<file path="src/rtl/qarith_pkg.sv">
// Shared constants and types for the sign-magnitude Q-format adder.
package qarith_pkg;

    localparam int unsigned QARITH_Q    = 15;
    localparam int unsigned QARITH_N    = 32;
    localparam int unsigned QARITH_SIGN = QARITH_N - 1;

    localparam logic OP_ADD = 1'b0;
    localparam logic OP_SUB = 1'b1;

    typedef enum logic [1:0] {
        IDLE = 2'd0,
        CALC = 2'd1,
        HOLD = 2'd2
    } state_e;

endpackage : qarith_pkg

</file>
<file path="src/rtl/qadd_seq_if.sv">
// Operand/result handshake bundle between a requester and the sequential adder.
interface qadd_seq_if
    import qarith_pkg::*;
#(
    parameter int unsigned N = QARITH_N
);

    logic         in_valid;
    logic         in_ready;
    logic [N-1:0] a;
    logic [N-1:0] b;
    logic         op;
    logic         out_valid;
    logic         out_ready;
    logic [N-1:0] c;
    logic         ovf;

    modport master (
        output in_valid, a, b, op, out_ready,
        input  in_ready, out_valid, c, ovf
    );

    modport slave (
        input  in_valid, a, b, op, out_ready,
        output in_ready, out_valid, c, ovf
    );

endinterface : qadd_seq_if

</file>
<file path="src/rtl/qmag_addsub.sv">
// Combinational sign-magnitude add of two signed magnitudes with saturation.
module qmag_addsub
    import qarith_pkg::*;
#(
    parameter int unsigned N = QARITH_N
) (
    input  logic         sign_a,
    input  logic [N-2:0] mag_a,
    input  logic         sign_b,
    input  logic [N-2:0] mag_b,
    output logic         sign,
    output logic [N-2:0] mag,
    output logic         ovf
);

    localparam int unsigned MW = N - 1;

    logic          sa;
    logic          sb;
    logic [N-1:0]  sum;
    logic          a_ge_b;
    logic [MW-1:0] diff;

    always_comb begin
        sign   = 1'b0;
        mag    = '0;
        ovf    = 1'b0;
        // Negative zero collapses to +0 before sign comparison.
        sa     = sign_a & (|mag_a);
        sb     = sign_b & (|mag_b);
        sum    = {1'b0, mag_a} + {1'b0, mag_b};
        a_ge_b = (mag_a >= mag_b);
        diff   = a_ge_b ? (mag_a - mag_b) : (mag_b - mag_a);

        if (sa == sb) begin
            sign = sa;
            if (sum[N-1]) begin
                mag = '1;
                ovf = 1'b1;
            end else begin
                mag = sum[MW-1:0];
            end
        end else begin
            sign = a_ge_b ? sa : sb;
            mag  = diff;
        end

        if (mag == '0) begin
            sign = 1'b0;
        end
    end

endmodule : qmag_addsub

</file>
<file path="src/rtl/qadd_seq.sv">
// Sequential sign-magnitude adder/subtractor: accept, compute, hold until consumed.
module qadd_seq
    import qarith_pkg::*;
#(
    parameter int unsigned Q = QARITH_Q,
    parameter int unsigned N = QARITH_N
) (
    input  logic       clk,
    input  logic       rst,
    qadd_seq_if.slave  bus
);

    localparam int unsigned SB = N - 1;

    // Q is purely descriptive; only reject formats with no integer room.
    if (Q > N - 2) begin : g_q_range
        $error("qadd_seq: Q must leave at least one integer bit");
    end

    state_e       state_q;
    logic         in_ready_q;
    logic         out_valid_q;
    logic [N-1:0] c_q;
    logic         ovf_q;
    logic         a_sign_q;
    logic [N-2:0] a_mag_q;
    logic         b_sign_q;
    logic [N-2:0] b_mag_q;

    logic         res_sign_d;
    logic [N-2:0] res_mag_d;
    logic         res_ovf_d;

    qmag_addsub #(.N(N)) u_addsub (
        .sign_a (a_sign_q),
        .mag_a  (a_mag_q),
        .sign_b (b_sign_q),
        .mag_b  (b_mag_q),
        .sign   (res_sign_d),
        .mag    (res_mag_d),
        .ovf    (res_ovf_d)
    );

    always_ff @(posedge clk) begin
        if (rst) begin
            state_q     <= IDLE;
            in_ready_q  <= 1'b1;
            out_valid_q <= 1'b0;
            c_q         <= '0;
            ovf_q       <= 1'b0;
            a_sign_q    <= 1'b0;
            a_mag_q     <= '0;
            b_sign_q    <= 1'b0;
            b_mag_q     <= '0;
        end else begin
            unique case (state_q)
                IDLE: begin
                    if (bus.in_valid) begin
                        a_sign_q   <= bus.a[SB];
                        a_mag_q    <= bus.a[N-2:0];
                        // Subtraction is addition with b's sign flipped.
                        b_sign_q   <= bus.b[SB] ^ (bus.op == OP_SUB);
                        b_mag_q    <= bus.b[N-2:0];
                        in_ready_q <= 1'b0;
                        state_q    <= CALC;
                    end
                end
                CALC: begin
                    c_q         <= {res_sign_d, res_mag_d};
                    ovf_q       <= res_ovf_d;
                    out_valid_q <= 1'b1;
                    state_q     <= HOLD;
                end
                HOLD: begin
                    if (bus.out_ready) begin
                        out_valid_q <= 1'b0;
                        in_ready_q  <= 1'b1;
                        state_q     <= IDLE;
                    end
                end
                default: begin
                    out_valid_q <= 1'b0;
                    in_ready_q  <= 1'b1;
                    state_q     <= IDLE;
                end
            endcase
        end
    end

    assign bus.in_ready  = in_ready_q;
    assign bus.out_valid = out_valid_q;
    assign bus.c         = c_q;
    assign bus.ovf       = ovf_q;

endmodule : qadd_seq

</file>
<file path="src/flat_wrapper.sv">
// flat-port wrapper written by rule: the top's interface ports become plain ports
module qadd_seq_flat import qarith_pkg::*;
#(
    parameter int unsigned Q = QARITH_Q,
    parameter int unsigned N = QARITH_N
)
  (clk, rst, bus_in_valid, bus_a, bus_b, bus_op, bus_out_ready, bus_in_ready, bus_out_valid, bus_c, bus_ovf);
  qadd_seq_if #(.N(N)) bus_i ();
  input  logic clk;
  input  logic rst;
  input wire logic [$bits(bus_i.in_valid)-1:0] bus_in_valid;
  input wire logic [$bits(bus_i.a)-1:0] bus_a;
  input wire logic [$bits(bus_i.b)-1:0] bus_b;
  input wire logic [$bits(bus_i.op)-1:0] bus_op;
  input wire logic [$bits(bus_i.out_ready)-1:0] bus_out_ready;
  output wire logic [$bits(bus_i.in_ready)-1:0] bus_in_ready;
  output wire logic [$bits(bus_i.out_valid)-1:0] bus_out_valid;
  output wire logic [$bits(bus_i.c)-1:0] bus_c;
  output wire logic [$bits(bus_i.ovf)-1:0] bus_ovf;
  assign bus_i.in_valid = bus_in_valid;
  assign bus_i.a = bus_a;
  assign bus_i.b = bus_b;
  assign bus_i.op = bus_op;
  assign bus_i.out_ready = bus_out_ready;
  assign bus_in_ready = bus_i.in_ready;
  assign bus_out_valid = bus_i.out_valid;
  assign bus_c = bus_i.c;
  assign bus_ovf = bus_i.ovf;
  qadd_seq #(.Q(Q), .N(N)) u_core (.clk(clk), .rst(rst), .bus(bus_i));
endmodule
</file>
<file path="config.mk">
export PLATFORM = sky130hd
export DESIGN_NAME = qadd_seq_flat
export DESIGN_NICKNAME = d
export VERILOG_FILES = /design/src/rtl/qarith_pkg.sv /design/src/rtl/qadd_seq_if.sv /design/src/rtl/qmag_addsub.sv /design/src/rtl/qadd_seq.sv /design/src/flat_wrapper.sv
export SDC_FILE = /design/constraint.sdc
export NUM_CORES = 1
export LEC_CHECK = 0
export BUFFER_PORTS_ARGS = -buffer_cell sky130_fd_sc_hd__buf_2
export CORE_UTILIZATION = 45
export CTS_CLUSTER_DIAMETER = 120
export CTS_CLUSTER_SIZE = 40
export DETAILED_ROUTE_END_ITERATION = 7
export PLACE_DENSITY = 0.67
export SLEW_MARGIN = 20
export SYNTH_ARGS = -nofsm -noshare
export SYNTH_HDL_FRONTEND = slang
export SYNTH_HIERARCHICAL = 1
export SYNTH_SLANG_ARGS = --single-unit
</file>
<file path="constraint.sdc">
create_clock -name clk -period 4.6 [get_ports clk]
set_input_delay 0.92 -clock clk [delete_from_list [all_inputs] [get_ports clk]]
set_output_delay 0.92 -clock clk [all_outputs]
set_load 0.03 [all_outputs]
</file>
==> results of run 1 <==
## stage by stage
stage          hold slack (ps)  setup WS (ps)  std cells  power [mW]  util [%]
2_1_floorplan              435            972       1374        2.25         -
3_3_place_gp               439           63.8       1861        3.14      55.0
3_5_place_dp               443          -26.4       1861        3.14      55.0
4_1_cts                    454           29.3       1877        3.99      56.5
5_1_grt                    475          -18.9       1877        4.26      56.8
6_report                   451            207       1877        4.07      56.8
## where the power goes
group / leakage, nW / total [mW] / internal (mW) / switching, mW
Sequential: 0.828 / 0.993 / 0.933 / 0.0597
Clock: 0.148 / 0.842 / 0.393 / 0.449
Combinational: 4.45 / 2.24 / 0.910 / 1.33
Total: 5.43 / 4.07 / 2.24 / 1.84
## final timing paths
kind / endpoint / slack [ps] / cells after the start
max: u_core/bus.c[31] / 210 / 18
min: u_core/bus.c[12] / 450 / 2
max reg2reg: u_core/bus.c[31] / 210 / 18
min reg2reg: u_core/bus.c[12] / 450 / 2
## kinds of logic (layout without fill, tap and decap cells)
| logic type | count (synthesis) | count (layout) | share of synthesized area, % |
|---|---|---|---|
| AO/OA/AOI/OAI | 476 | 476 | 31.3 |
| XOR/XNOR | 16 | 16 | 1.43 |
| adder cells (fa/ha/maj) | 102 | 102 | 13.2 |
| buffers and inverters | 181 | 409 | 8.65 |
| flip-flops | 101 | 101 | 20.6 |
| multiplexers | 12 | 12 | 1.25 |
| AND/OR/NAND/NOR | 486 | 486 | 23.6 |
## final cells by class
class / instances / area share [%]
Clock buffer: 9 / 1.87
Clock inverter: 7 / 0.747
Inverter: 102 / 3.17
Multi-Input combinational cell: 1092 / 58.3
Sequential cell: 101 / 16.8
Tap cell: 275 / 2.85
Timing Repair Buffer: 291 / 16.3
## synthesized netlist by cell type, types with 12 or more instances
| cell type | instances | share of area [%] |
|---|---|---|
| a21o_1 | 18 | 1.4 |
| clkbuf_1 | 23 | 0.88 |
| a211oi_1 | 16 | 1.2 |
| dfxtp_1 | 101 | 21 |
| inv_1 | 96 | 3.7 |
| nand3_1 | 16 | 0.82 |
| nor3_1 | 24 | 1.2 |
| buf_4 | 12 | 0.92 |
| a221o_1 | 14 | 1.4 |
| nand4_1 | 19 | 1.2 |
| o21ai_0 | 65 | 3.3 |
| a21oi_1 | 204 | 10 |
| o21a_1 | 12 | 0.92 |
| ha_1 | 99 | 13 |
| xnor2_1 | 13 | 1.2 |
| o211ai_1 | 15 | 1.1 |
| o22ai_1 | 12 | 0.77 |
| nor2b_1 | 12 | 0.77 |
| o21bai_1 | 15 | 1.1 |
| nor4_1 | 17 | 1.1 |
| nor2_1 | 91 | 3.5 |
| buf_2 | 33 | 1.7 |
| nand2_1 | 229 | 8.8 |
| nand2_2 | 12 | 0.77 |
## metal layers
metal	vias up	share of wire, %	routed length, µm
met4	0	4.7	1920
met2	642	44	18100
met5	-	0	0
met1	5457	44	17900
met3	114	7.7	3170
li1	5320	-	-
## flip-flops by register name, summed over array words and instances (netlist names)
| signal | count |
|---|---|
| u_core/b_mag_q | 31 |
| u_core/bus.out_valid | 1 |
| u_core/bus.ovf | 1 |
| u_core/b_sign_q | 1 |
| u_core/bus.in_ready | 1 |
| u_core/bus.c | 32 |
| u_core/state_q | 2 |
| u_core/a_sign_q | 1 |
| u_core/a_mag_q | 31 |
## worst reg2reg max path, stage by stage (launching register included)
cell and delay, ps:
dfxtp_1 650, ha_1 440, buf_4 220, inv_1 150, nor2_1 70, a221oi_1 420
o21ai_0 260, a221oi_1 420, buf_4 180, or3_1 140, a21oi_1 90, nor4b_1 290
nand4b_1 130, nor4_1 270, buf_4 160, nand4b_1 80, and2_1 170, nand2_1 50
a21oi_1 60
## repair_timing
item | CTS | global route
resized for setup | 1 | 21
endpoints found under the setup margin | 1 | 1
pin swaps | 0 | 1
==> key figures, run 1 <==
Run status
  – Status: finished, final reports clean

Power
  – P_leak: between 5 and 6 nW
  – Power per cell area: about 340 nW/µm²
  – Worst vdd ir: ~0.21 mV

Logic synthesis
  – Syn_nets: ~1500
  – Avg Inst Size Synth: ~7.1 µm²
  – Synth Instances: roughly 1400
  – #FFs+latches synth: just over 100
  – Sequential area share after synthesis: 20.6%
  – EDFF count, synth: 0
  – Synth warn: 6
  – Mapped Area: ~10000 µm²
  – Synth cell types: between 90 and 100
  – Top_reg_cell synth: dfxtp_1
  – Ys async rst share: 0%

Min path
  – Hold Crit Class: flop to flop
  – Min-delay src: u_core/bus.c[12]

Detailed routing
  – Vias per Instance: between 6 and 7
  – DR WL/cell: around 22 µm
  – Post-Route WL: ~41000 µm
  – Drt drc: 0
  – 1st-iter DRT viols: around 1300
  – Final ANT Viol Nets: 0
  – Vias: approximately 12000
  – DRT Pass-1 Iters: 6

Die
  – IO Pins: about 100
  – Core ar.: 21200 µm²
  – Initial Utilization: a little under half
  – Die Height: roughly 150 µm
  – # rows: 53
  – Chip width: around 150 µm
  – Die Footprint: ~22000 µm²

Job
  – Max-cap violations: 0

GRT
  – Global-route track usage on met3: under 10%
  – First-pass GRT wire length: around 62000 µm
  – Gr usage total: a little under two fifths
  – Vias in the first global route: roughly 11000
  – Initial antenna violation count: 0
  – Largest net degree at the start of global routing: 66
  – Layer with the highest usage: met2
  – GR Overflow Total: 0
  – Met1 usage: around half
  – Met2 Usage GRT: 58.0%

Critical path
  – Required @ worst endpoint: around 4800 ps
  – Crit-path leading delay family: compound AO/OA/AOI/OAI gates
  – Most numerous cell on the critical path: buf_4
  – Crit end category: flop
  – Crit path kind: flop to flop
  – Crit path buf inv count: 4
  – Crit path largest cell delay: 650 ps
  – Crit. Startpoint: u_core/b_mag_q[19]
  – Crit path launch type: flop
  – Sequence of cells on the critical path: ha_1 > buf_4 > inv_1 > nor2_1 > a221oi_1 > o21ai_0 > a221oi_1 > buf_4 > or3_1 > a21oi_1 > nor4b_1 > nand4b_1 > nor4_1 > buf_4 > nand4b_1 > and2_1 > nand2_1 > a21oi_1
  – R2r startpoint: u_core/b_mag_q[19]
  – Crit Path Max Fanout: 8
  – CP max stage cell: dfxtp_1
  – Crit path DAT: about 4600 ps

Finish
  – Ant diodes: 0
  – # fillers: ~2100
  – Commonest non-fill, non-tap cell in the layout: nand2_1
  – Reg area: 2030 µm²
  – Most frequent cells in the layout: nand2_1, a21oi_1, buf_4, buf_2, dfxtp_1
  – Final Cell Area: around 12000 µm²
  – P&R area growth vs syn: 22.9%
  – Multi-input gate area: 7030 µm²
  – Final nets: roughly 1800
  – Fraction of layout cells with a size suffix above 1: between 20% and 30%

Clock tree
  – CTS Sinks: a little over 100
  – Clk slew on worst S/H paths: approximately 90 ps
  – # H-tree levels: 3
  – CTS tree: built
  – Post-CTS Setup Bufs: 0
  – Worst skew pair latency: between 300 and 400 ps
  – Root Buffer: clkbuf_16
  – Clk buf depth: 2
  – CTS Buf Count: 9
  – Post-CTS Hold Buffers: 0

Placement
  – Placed cell areas: approximately 12000 µm²
  – Final Wtd Congestion: around 1.0
  – Dpl hpwl: between 30000 and 40000 µm
  – Port bufs: between 100 and 150

Timing
  – Setup_tns: 0 ps
  – Final setup viols: 0
  – Final hold violations: 0
  – Fmax: 228 MHz
  – Max-slew violations: 0
  – Slew HR: 47.8%
  – Worst Tran Pin Value: around 800 ps
  – Worst Skew: about 11 ps
  – Min cycle time layout: between 4000 and 5000 ps
  – Fin crit share: 95.5%
Power figures use the tool's default switching activity.
==> run 2: changes to the inputs <==
--- a/config.mk
+++ b/config.mk
@@ -5,12 +5,14 @@
 export SDC_FILE = /design/constraint.sdc
 export NUM_CORES = 1
 export LEC_CHECK = 0
+export ABC_AREA = 1
 export BUFFER_PORTS_ARGS = -buffer_cell sky130_fd_sc_hd__buf_2
+export CAP_MARGIN = 20
 export CORE_UTILIZATION = 45
 export CTS_CLUSTER_DIAMETER = 120
 export CTS_CLUSTER_SIZE = 40
 export DETAILED_ROUTE_END_ITERATION = 7
-export PLACE_DENSITY = 0.67
+export PLACE_DENSITY = 0.66
 export SLEW_MARGIN = 20
 export SYNTH_ARGS = -nofsm -noshare
 export SYNTH_HDL_FRONTEND = slang
==> key figures, run 2 <==
Run status
  – Status: finished, final reports clean (unchanged)

Finish
  – Final Cell Area: 12700 µm² (was 12100 µm²)
  – Fraction of layout cells with a size suffix above 1: 8.70% (was 23.6%)
  – Max reg flops: 32 (unchanged)
  – Most frequent cells in the layout: nand2_1, inv_1, nor2_1, nand3_1, o21ai_0 (was nand2_1, a21oi_1, buf_4, buf_2, dfxtp_1)
  – Ant diodes: 0 (unchanged)
  – P&R area growth vs syn: 6.70% (was 22.9%)
  – Layout Utilization: 48.8% (was 56.8%)
  – Commonest non-fill, non-tap cell in the layout: nand2_1 (unchanged)
  – Final nets: 2397 (was 1768)
  – Post-Layout Cell Count: 2566 (was 1877)

Critical path
  – Required @ worst endpoint: 4860 ps (was 4830 ps)
  – Crit end category: flop (unchanged)
  – Most numerous cell on the critical path: nand2_1 (was buf_4)
  – Crit Path Max Fanout: 32 (was 8)
  – Crit path largest cell delay: 410 ps (was 650 ps)
  – Crit path kind: flop to flop (unchanged)
  – Crit path launch type: flop (unchanged)
  – Crit path DAT: 3960 ps (was 4630 ps)
  – CP max stage cell: ha_1 (was dfxtp_1)
  – Sequence of cells on the critical path: inv_1 > ha_1 > buf_4 > nand2_1 > nand2_1 > inv_1 > nand2_1 > a21oi_1 > nand2_2 > nor2_8 > nand2_8 > nand2_1 > nand3_1 > nand2_1 > nand2_1 > nor2_1 > nand2_1 > nor2_1 > nand3_1 > nand2_1 > inv_1 > o21ai_0 > nor2_1 (was ha_1 > buf_4 > inv_1 > nor2_1 > a221oi_1 > o21ai_0 > a221oi_1 > buf_4 > or3_1 > a21oi_1 > nor4b_1 > nand4b_1 > nor4_1 > buf_4 > nand4b_1 > and2_1 > nand2_1 > a21oi_1)
  – FF-to-FF setup slack: 900 ps (was 210 ps)

Die
  – Core ar.: 26000 µm² (was 21200 µm²)
  – Chip width: 165 µm (was 150 µm)
  – Die Height: 165 µm (was 150 µm)
  – Die Footprint: 27100 µm² (was 22400 µm²)
  – IO Pins: 104 (unchanged)
  – # rows: 59 (was 53)
  – Initial Utilization: 45.8% (was 46.2%)

Power
  – Worst vdd ir: 0.164 mV (was 0.206 mV)
  – Power per cell area: 342 nW/µm² (was 338 nW/µm²)
  – P_leak: 7.26 nW (was 5.43 nW)

Timing
  – Final hold violations: 0 (unchanged)
  – Worst Tran Pin Value: 1070 ps (was 783 ps)
  – Max-slew violations: 0 (unchanged)
  – Final setup viols: 0 (unchanged)
  – Min cycle time layout: 3700 ps (was 4390 ps)
  – Tightest hold margin: 464 ps (was 451 ps)
  – Setup_tns: 0 ps (unchanged)
  – RSZ-0062 raised after global routing: false
  – Fin crit share: 80.5% (was 95.5%)
  – Fmax: 270 MHz (was 228 MHz)
  – Worst Skew: 14.4 ps (was 10.7 ps)
  – Slew HR: 28.7% (was 47.8%)

Logic synthesis
  – Ys async rst share: 0% (unchanged)
  – Largest family of logic cells by synthesized area: simple AND/OR/NAND/NOR gates (was compound AO/OA/AOI/OAI gates)
  – Most frequent cell after synthesis: nand2_1 (unchanged)
  – Syn_nets: 2346 (was 1545)
  – Post-synthesis mux area share: 0% (was 1.25%)
  – Yosys top cell area share: 22.6% (was 20.6%)
  – Synth cell types: 37 (was 94)
  – Mapped Area: 11900 µm² (was 9810 µm²)
  – Top cells by count, synth: nand2_1, inv_1, nor2_1, nand3_1, o21ai_0 (was nand2_1, a21oi_1, dfxtp_1, ha_1, inv_1)
  – Post-synthesis compound-gate area fraction: 9.01% (was 31.3%)
  – Synth Area in Simple Gates: 44.8% (was 23.6%)
  – Largest area contributor in the netlist: nand2_1 (was dfxtp_1)
  – Synth warn: 6 (unchanged)
  – Top_reg_cell synth: dfxtp_1 (unchanged)
  – XOR/XNOR Fraction of Synth Area: 2.14% (was 1.43%)
  – #FFs+latches synth: 101 (unchanged)
  – Synth Instances: 2175 (was 1374)
  – Adder-Cell Fraction of Synth Area: 10.9% (was 13.2%)
  – Avg Inst Size Synth: 5.47 µm² (was 7.14 µm²)
  – Top post-synthesis cells by area: nand2_1, dfxtp_1, inv_1, ha_1, nor2_1 (was dfxtp_1, ha_1, a21oi_1, nand2_1, inv_1)
  – Sequential area share after synthesis: 17.0% (was 20.6%)
  – EDFF count, synth: 0 (unchanged)

Detailed routing
  – Met1 WL: 21200 µm (was 17900 µm)
  – DR WL/cell: 17.5 µm (was 21.9 µm)
  – Top Layer Used: met4 (unchanged)
  – Post-Route WL: 45000 µm (was 41100 µm)
  – Drt drc: 0 (unchanged)
  – Routed wl met2: 18500 µm (was 18100 µm)
  – 1st-iter DRT viols: 1218 (was 1252)
  – Met3 Wirelength: 3400 µm (was 3170 µm)
  – DRT Pass-1 Iters: 7 (was 6)
  – Vias: 13216 (was 11533)
  – Final ANT Viol Nets: 0 (unchanged)
  – Vias per Instance: 5.15 (was 6.14)

GRT
  – Vias in the first global route: 11710 (was 10683)
  – Initial antenna violation count: 0 (unchanged)
  – Gr usage total: 33.6% (was 36.9%)
  – First-pass GRT wire length: 67000 µm (was 62200 µm)
  – GR Overflow Total: 0 (unchanged)
  – Largest net degree at the start of global routing: 67 (was 66)

Clock tree
  – CTS Buf Count: 9 (unchanged)
  – Post-CTS Setup Bufs: 0 (unchanged)
  – CTS Sinks: 101 (unchanged)
  – CTS tree: built (unchanged)
  – Post-CTS Hold Buffers: 0 (unchanged)
  – Clk slew on worst S/H paths: 80 ps (was 90 ps)
  – Worst skew pair latency: 370 ps (was 380 ps)
  – PostCTS Resize Cnt: 0 (was 1)
  – # H-tree levels: 3 (unchanged)
  – Root Buffer: clkbuf_16 (unchanged)
  – Clk buf depth: 2 (unchanged)

Placement
  – Final Wtd Congestion: 0.997 (was 1.03)
  – Port bufs: 103 (unchanged)
  – Placed cells: 2550 (was 1861)
  – Dpl hpwl: 38600 µm (was 33200 µm)
  – Placed cell areas: 12400 µm² (was 11700 µm²)

Job
  – Max-cap violations: 0 (unchanged)

Min path
  – Hold Crit Class: flop to flop (unchanged)
run 2: changes by cell type in the layout (fill, tap and decap cells not counted), moves of 43 or more:
cell | previous run | this run
nor2_1 | 90 | 321
nand2_1 | 229 | 716
buf_4 | 185 | 7
a21oi_1 | 204 | 60
inv_1 | 96 | 364
nand3_1 | 16 | 156
o21ai_0 | 63 | 106
run 2: metrics by stage:
step | worst slack, ps | total power, mW
after floorplan | 2000 | 2.80
after global placement | 944 | 3.49
after detailed placement | 922 | 3.49
after CTS | 894 | 4.30
after global routing | 587 | 4.67
final | 899 | 4.34
run 2: cell type report:
| type | instances | area [µm²] |
|---|---|---|
| clock buffer | 9 | 225 |
| clock inverter | 7 | 67.6 |
| fill | 2948 | 13300 |
| inverter | 383 | 1440 |
| multi-input combinational | 1621 | 7950 |
| sequential | 101 | 2020 |
| tap | 335 | 419 |
| timing repair buffer | 110 | 568 |
run 2: path summary, 6_finish.rpt:
path	start	to	depth (start not counted)
max reg2reg	u_core/a_mag_q[26]	u_core/bus.c[31]	23
max	u_core/a_mag_q[26]	u_core/bus.c[31]	23
min reg2reg	u_core/bus.in_ready	u_core/bus.in_ready	2
min	u_core/bus.in_ready	u_core/bus.in_ready	2
run 2: cells by family after synthesis:
group / count (synthesis)
XOR/XNOR: 29
flip-flops: 101
AO/OA/AOI/OAI: 202
buffers and inverters: 453
adder cells (fa/ha/maj): 102
AND/OR/NAND/NOR: 1288
run 2: power breakdown:
part / internal, mW / switching (mW) / total, mW / leakage, nW
Clock: 0.383 / 0.416 / 0.799 / 0.145
Combinational: 0.720 / 1.79 / 2.51 / 6.28
Sequential: 0.952 / 0.0764 / 1.03 / 0.835
Total: 2.05 / 2.29 / 4.34 / 7.26
run 2: metal layers:
metal	up-vias	global-route usage (%)
met5	-	0
met4	0	14.3
met3	66	4.04
met2	505	50.3
met1	5951	48.1
li1	6694	-
run 2: critical path, delay by kind of cell, from the launching register on:
| family | cells | cell delay [ps] |
|---|---|---|
| AOI/OAI and AO/OA | 2 | 460 |
| adders and majority gates | 1 | 410 |
| and+or+nand+nor | 16 | 1930 |
| DFF | 1 | 390 |
| buffers and inverters | 4 | 420 |
==> run 3: changes to the inputs <==
==> constraint.sdc (replaced) <==
create_clock -name clk -period 3.5 [get_ports clk]
set_input_delay 0.7 -clock clk [delete_from_list [all_inputs] [get_ports clk]]
set_output_delay 0.7 -clock clk [all_outputs]
set_load 0.03 [all_outputs]
==> key figures, run 3 (synthesis results as in run 2) <==
Run status
  – Status: finished, final reports clean (unchanged)

Critical path
  – Critical R2R Capture: u_core/bus.c[31] (unchanged)
  – Crit end category: flop (unchanged)
  – Crit path kind: flop to flop (unchanged)
  – Reg2Reg Depth: 21 (was 23)
  – Required @ worst endpoint: 3760 ps (was 4860 ps)
  – Most numerous cell on the critical path: nand2_1 (unchanged)
  – Crit. Startpoint: u_core/a_mag_q[29] (was u_core/a_mag_q[26])
  – Sequence of cells on the critical path: inv_1 > ha_1 > inv_2 > nor3_2 > nand2_1 > nor2_2 > nand2_4 > nand2_8 > inv_4 > nand2_1 > nand2_1 > nand2_1 > nand2_1 > nor2_1 > nand2_1 > nor2_1 > nand3_1 > nand2_1 > inv_1 > o21ai_0 > nor2_1 (was inv_1 > ha_1 > buf_4 > nand2_1 > nand2_1 > inv_1 > nand2_1 > a21oi_1 > nand2_2 > nor2_8 > nand2_8 > nand2_1 > nand3_1 > nand2_1 > nand2_1 > nor2_1 > nand2_1 > nor2_1 > nand3_1 > nand2_1 > inv_1 > o21ai_0 > nor2_1)
  – FF-to-FF setup slack: 210 ps (was 900 ps)
  – Crit Path Max Fanout: 15 (was 32)
  – Crit path launch type: flop (unchanged)
  – Crit path largest cell delay: 530 ps (was 410 ps)
  – CP max stage cell: ha_1 (unchanged)
  – R2r startpoint: u_core/a_mag_q[29] (was u_core/a_mag_q[26])
  – Crit path DAT: 3540 ps (was 3960 ps)

Power
  – P_leak: 7.77 nW (was 7.26 nW)
  – Pwr Total: 6.10 mW (was 4.34 mW)
  – Worst vdd ir: 0.214 mV (was 0.164 mV)
  – Power per cell area: 446 nW/µm² (was 342 nW/µm²)

Clock tree
  – Clk slew on worst S/H paths: 80 ps (about the same)
  – Worst skew pair latency: 380 ps (was 370 ps)
  – # H-tree levels: 3 (unchanged)
  – CTS Buf Count: 9 (unchanged)
  – CTS tree: built (unchanged)
  – Clk buf depth: 2 (unchanged)
  – Root Buffer: clkbuf_16 (unchanged)
  – Post-CTS Hold Buffers: 0 (unchanged)
  – CTS Sinks: 101 (unchanged)

Timing
  – Min cycle time layout: 3290 ps (was 3700 ps)
  – Setup_tns: 0 ps (unchanged)
  – Final hold violations: 0 (unchanged)
  – Slew HR: 41.0% (was 28.7%)
  – Worst Tran Pin Value: 885 ps (was 1070 ps)
  – Worst Skew: 26.6 ps (was 14.4 ps)
  – Final setup viols: 0 (unchanged)
  – Fmax: 304 MHz (was 270 MHz)
  – Fin crit share: 93.9% (was 80.5%)
  – Max-slew violations: 0 (unchanged)

Finish
  – Final nets: 2502 (was 2397)
  – Max reg flops: 32 (unchanged)
  – Post-Layout Cell Count: 2671 (was 2566)
  – P&R area growth vs syn: 14.9% (was 6.70%)
  – # fillers: 2870 (was 2948)
  – Layout Utilization: 52.6% (was 48.8%)
  – Fraction of layout cells with a size suffix above 1: 13.8% (was 8.70%)
  – Commonest non-fill, non-tap cell in the layout: nand2_1 (unchanged)
  – Most frequent cells in the layout: nand2_1, inv_1, nor2_1, nand3_1, buf_4 (was nand2_1, inv_1, nor2_1, nand3_1, o21ai_0)
  – Ant diodes: 0 (unchanged)

Die
  – Die Height: 165 µm (unchanged)
  – # rows: 59 (unchanged)
  – IO Pins: 104 (unchanged)
  – Die Footprint: 27100 µm² (unchanged)
  – Initial Utilization: 45.8% (unchanged)
  – Chip width: 165 µm (unchanged)
  – Core ar.: 26000 µm² (unchanged)

Placement
  – Dpl hpwl: 39400 µm (was 38600 µm)
  – Final Wtd Congestion: 1.04 (was 0.997)
  – Port bufs: 103 (unchanged)
  – Placed cells: 2652 (was 2550)

Detailed routing
  – 1st-iter DRT viols: 1106 (was 1218)
  – Drt drc: 0 (unchanged)
  – Vias: 13457 (was 13216)
  – DR WL/cell: 17.2 µm (was 17.5 µm)
  – Vias per Instance: 5.04 (was 5.15)
  – Post-Route WL: 46000 µm (was 45000 µm)
  – Final ANT Viol Nets: 0 (unchanged)
  – DRT Pass-1 Iters: 6 (was 7)

GRT
  – Largest net degree at the start of global routing: 67 (unchanged)
  – Initial antenna violation count: 1 (was 0)
  – First-pass GRT wire length: 68400 µm (was 67000 µm)
  – Gr usage total: 34.1% (was 33.6%)
  – GR Overflow Total: 0 (unchanged)
  – Vias in the first global route: 12040 (was 11710)

Job
  – Max-cap violations: 0 (unchanged)

Min path
  – Hold EP: u_core/bus.in_ready (unchanged)
  – Hold Crit Class: flop to flop (unchanged)
  – Min-Delay Path Depth: 2 (unchanged)
  – Min-delay src: u_core/bus.in_ready (unchanged)
run 3: cell types whose count changed in the layout (fill, tap and decap cells not counted), moves of 2 or more:
cell	change
nor2_2	+3
ha_2	+8
buf_12	+2
a21oi_2	+2
buf_4	+103
a21oi_1	-2
ha_1	-17
ha_4	+9
nor2_1	-3
run 3: per-layer routing:
metal,GRT usage (%),wire length (µm),vias up
met4,8.67,1120,0
met2,53.1,19500,462
met5,0,0,-
li1,-,-,6910
met3,5.50,3500,45
met1,48.3,21800,6040
run 3: timing repair:
action,4_1_cts,5_1_grt
setup buffers,0,3
resized for setup,0,33
endpoints found under the setup margin,0,1
run 3: how the worst max path moves through the flow:
stage,slack (ps),end,depth (start not counted)
3_5_place_dp,50,u_core/bus.c[31],23
3_3_place_gp,90,u_core/bus.c[31],21
4_1_cts,30,u_core/bus.c[31],23
2_1_floorplan,900,u_core/bus.c[31],24
5_1_grt,-10,u_core/bus.c[31],23
6_report,210,u_core/bus.c[31],21
run 3: final cells by class:
cell class,instances,area (µm²),area share (%)
repair buffers,215,1380,10.1
clock inverters,7,67.6,0.495
well taps,335,419,3.07
flip-flops and latches,101,2020,14.8
multi-input cells,1621,8100,59.3
clock buffers,9,225,1.65
inverters,383,1440,10.6
run 3: worst max-delay path, delay by kind of cell, from the launching register on:
family	cells	cell delay [ps]
adder cells (fa/ha/maj)	1	530
AND/OR/NAND/NOR	15	1840
flip-flops	1	340
buffers and inverters	4	270
AO/OA/AOI/OAI	1	150
run 3: report_power, final:
part / switching [mW] / leakage (nW) / internal, mW
logic: 2.45 / 6.79 / 1.24
clock network: 0.560 / 0.145 / 0.504
registers: 0.0861 / 0.835 / 1.25
run 3: stage by stage:
| stage | hold WS, ps | setup WS (ps) | cell area (µm²) |
|---|---|---|---|
| 2_1_floorplan | 471 | 897 | 11900 |
| 3_3_place_gp | 427 | 87.4 | 13200 |
| 3_5_place_dp | 430 | 53.2 | 13200 |
| 4_1_cts | 452 | 26.4 | 13500 |
| 5_1_grt | 498 | -10.2 | 13700 |
| 6_report | 447 | 214 | 13700 |
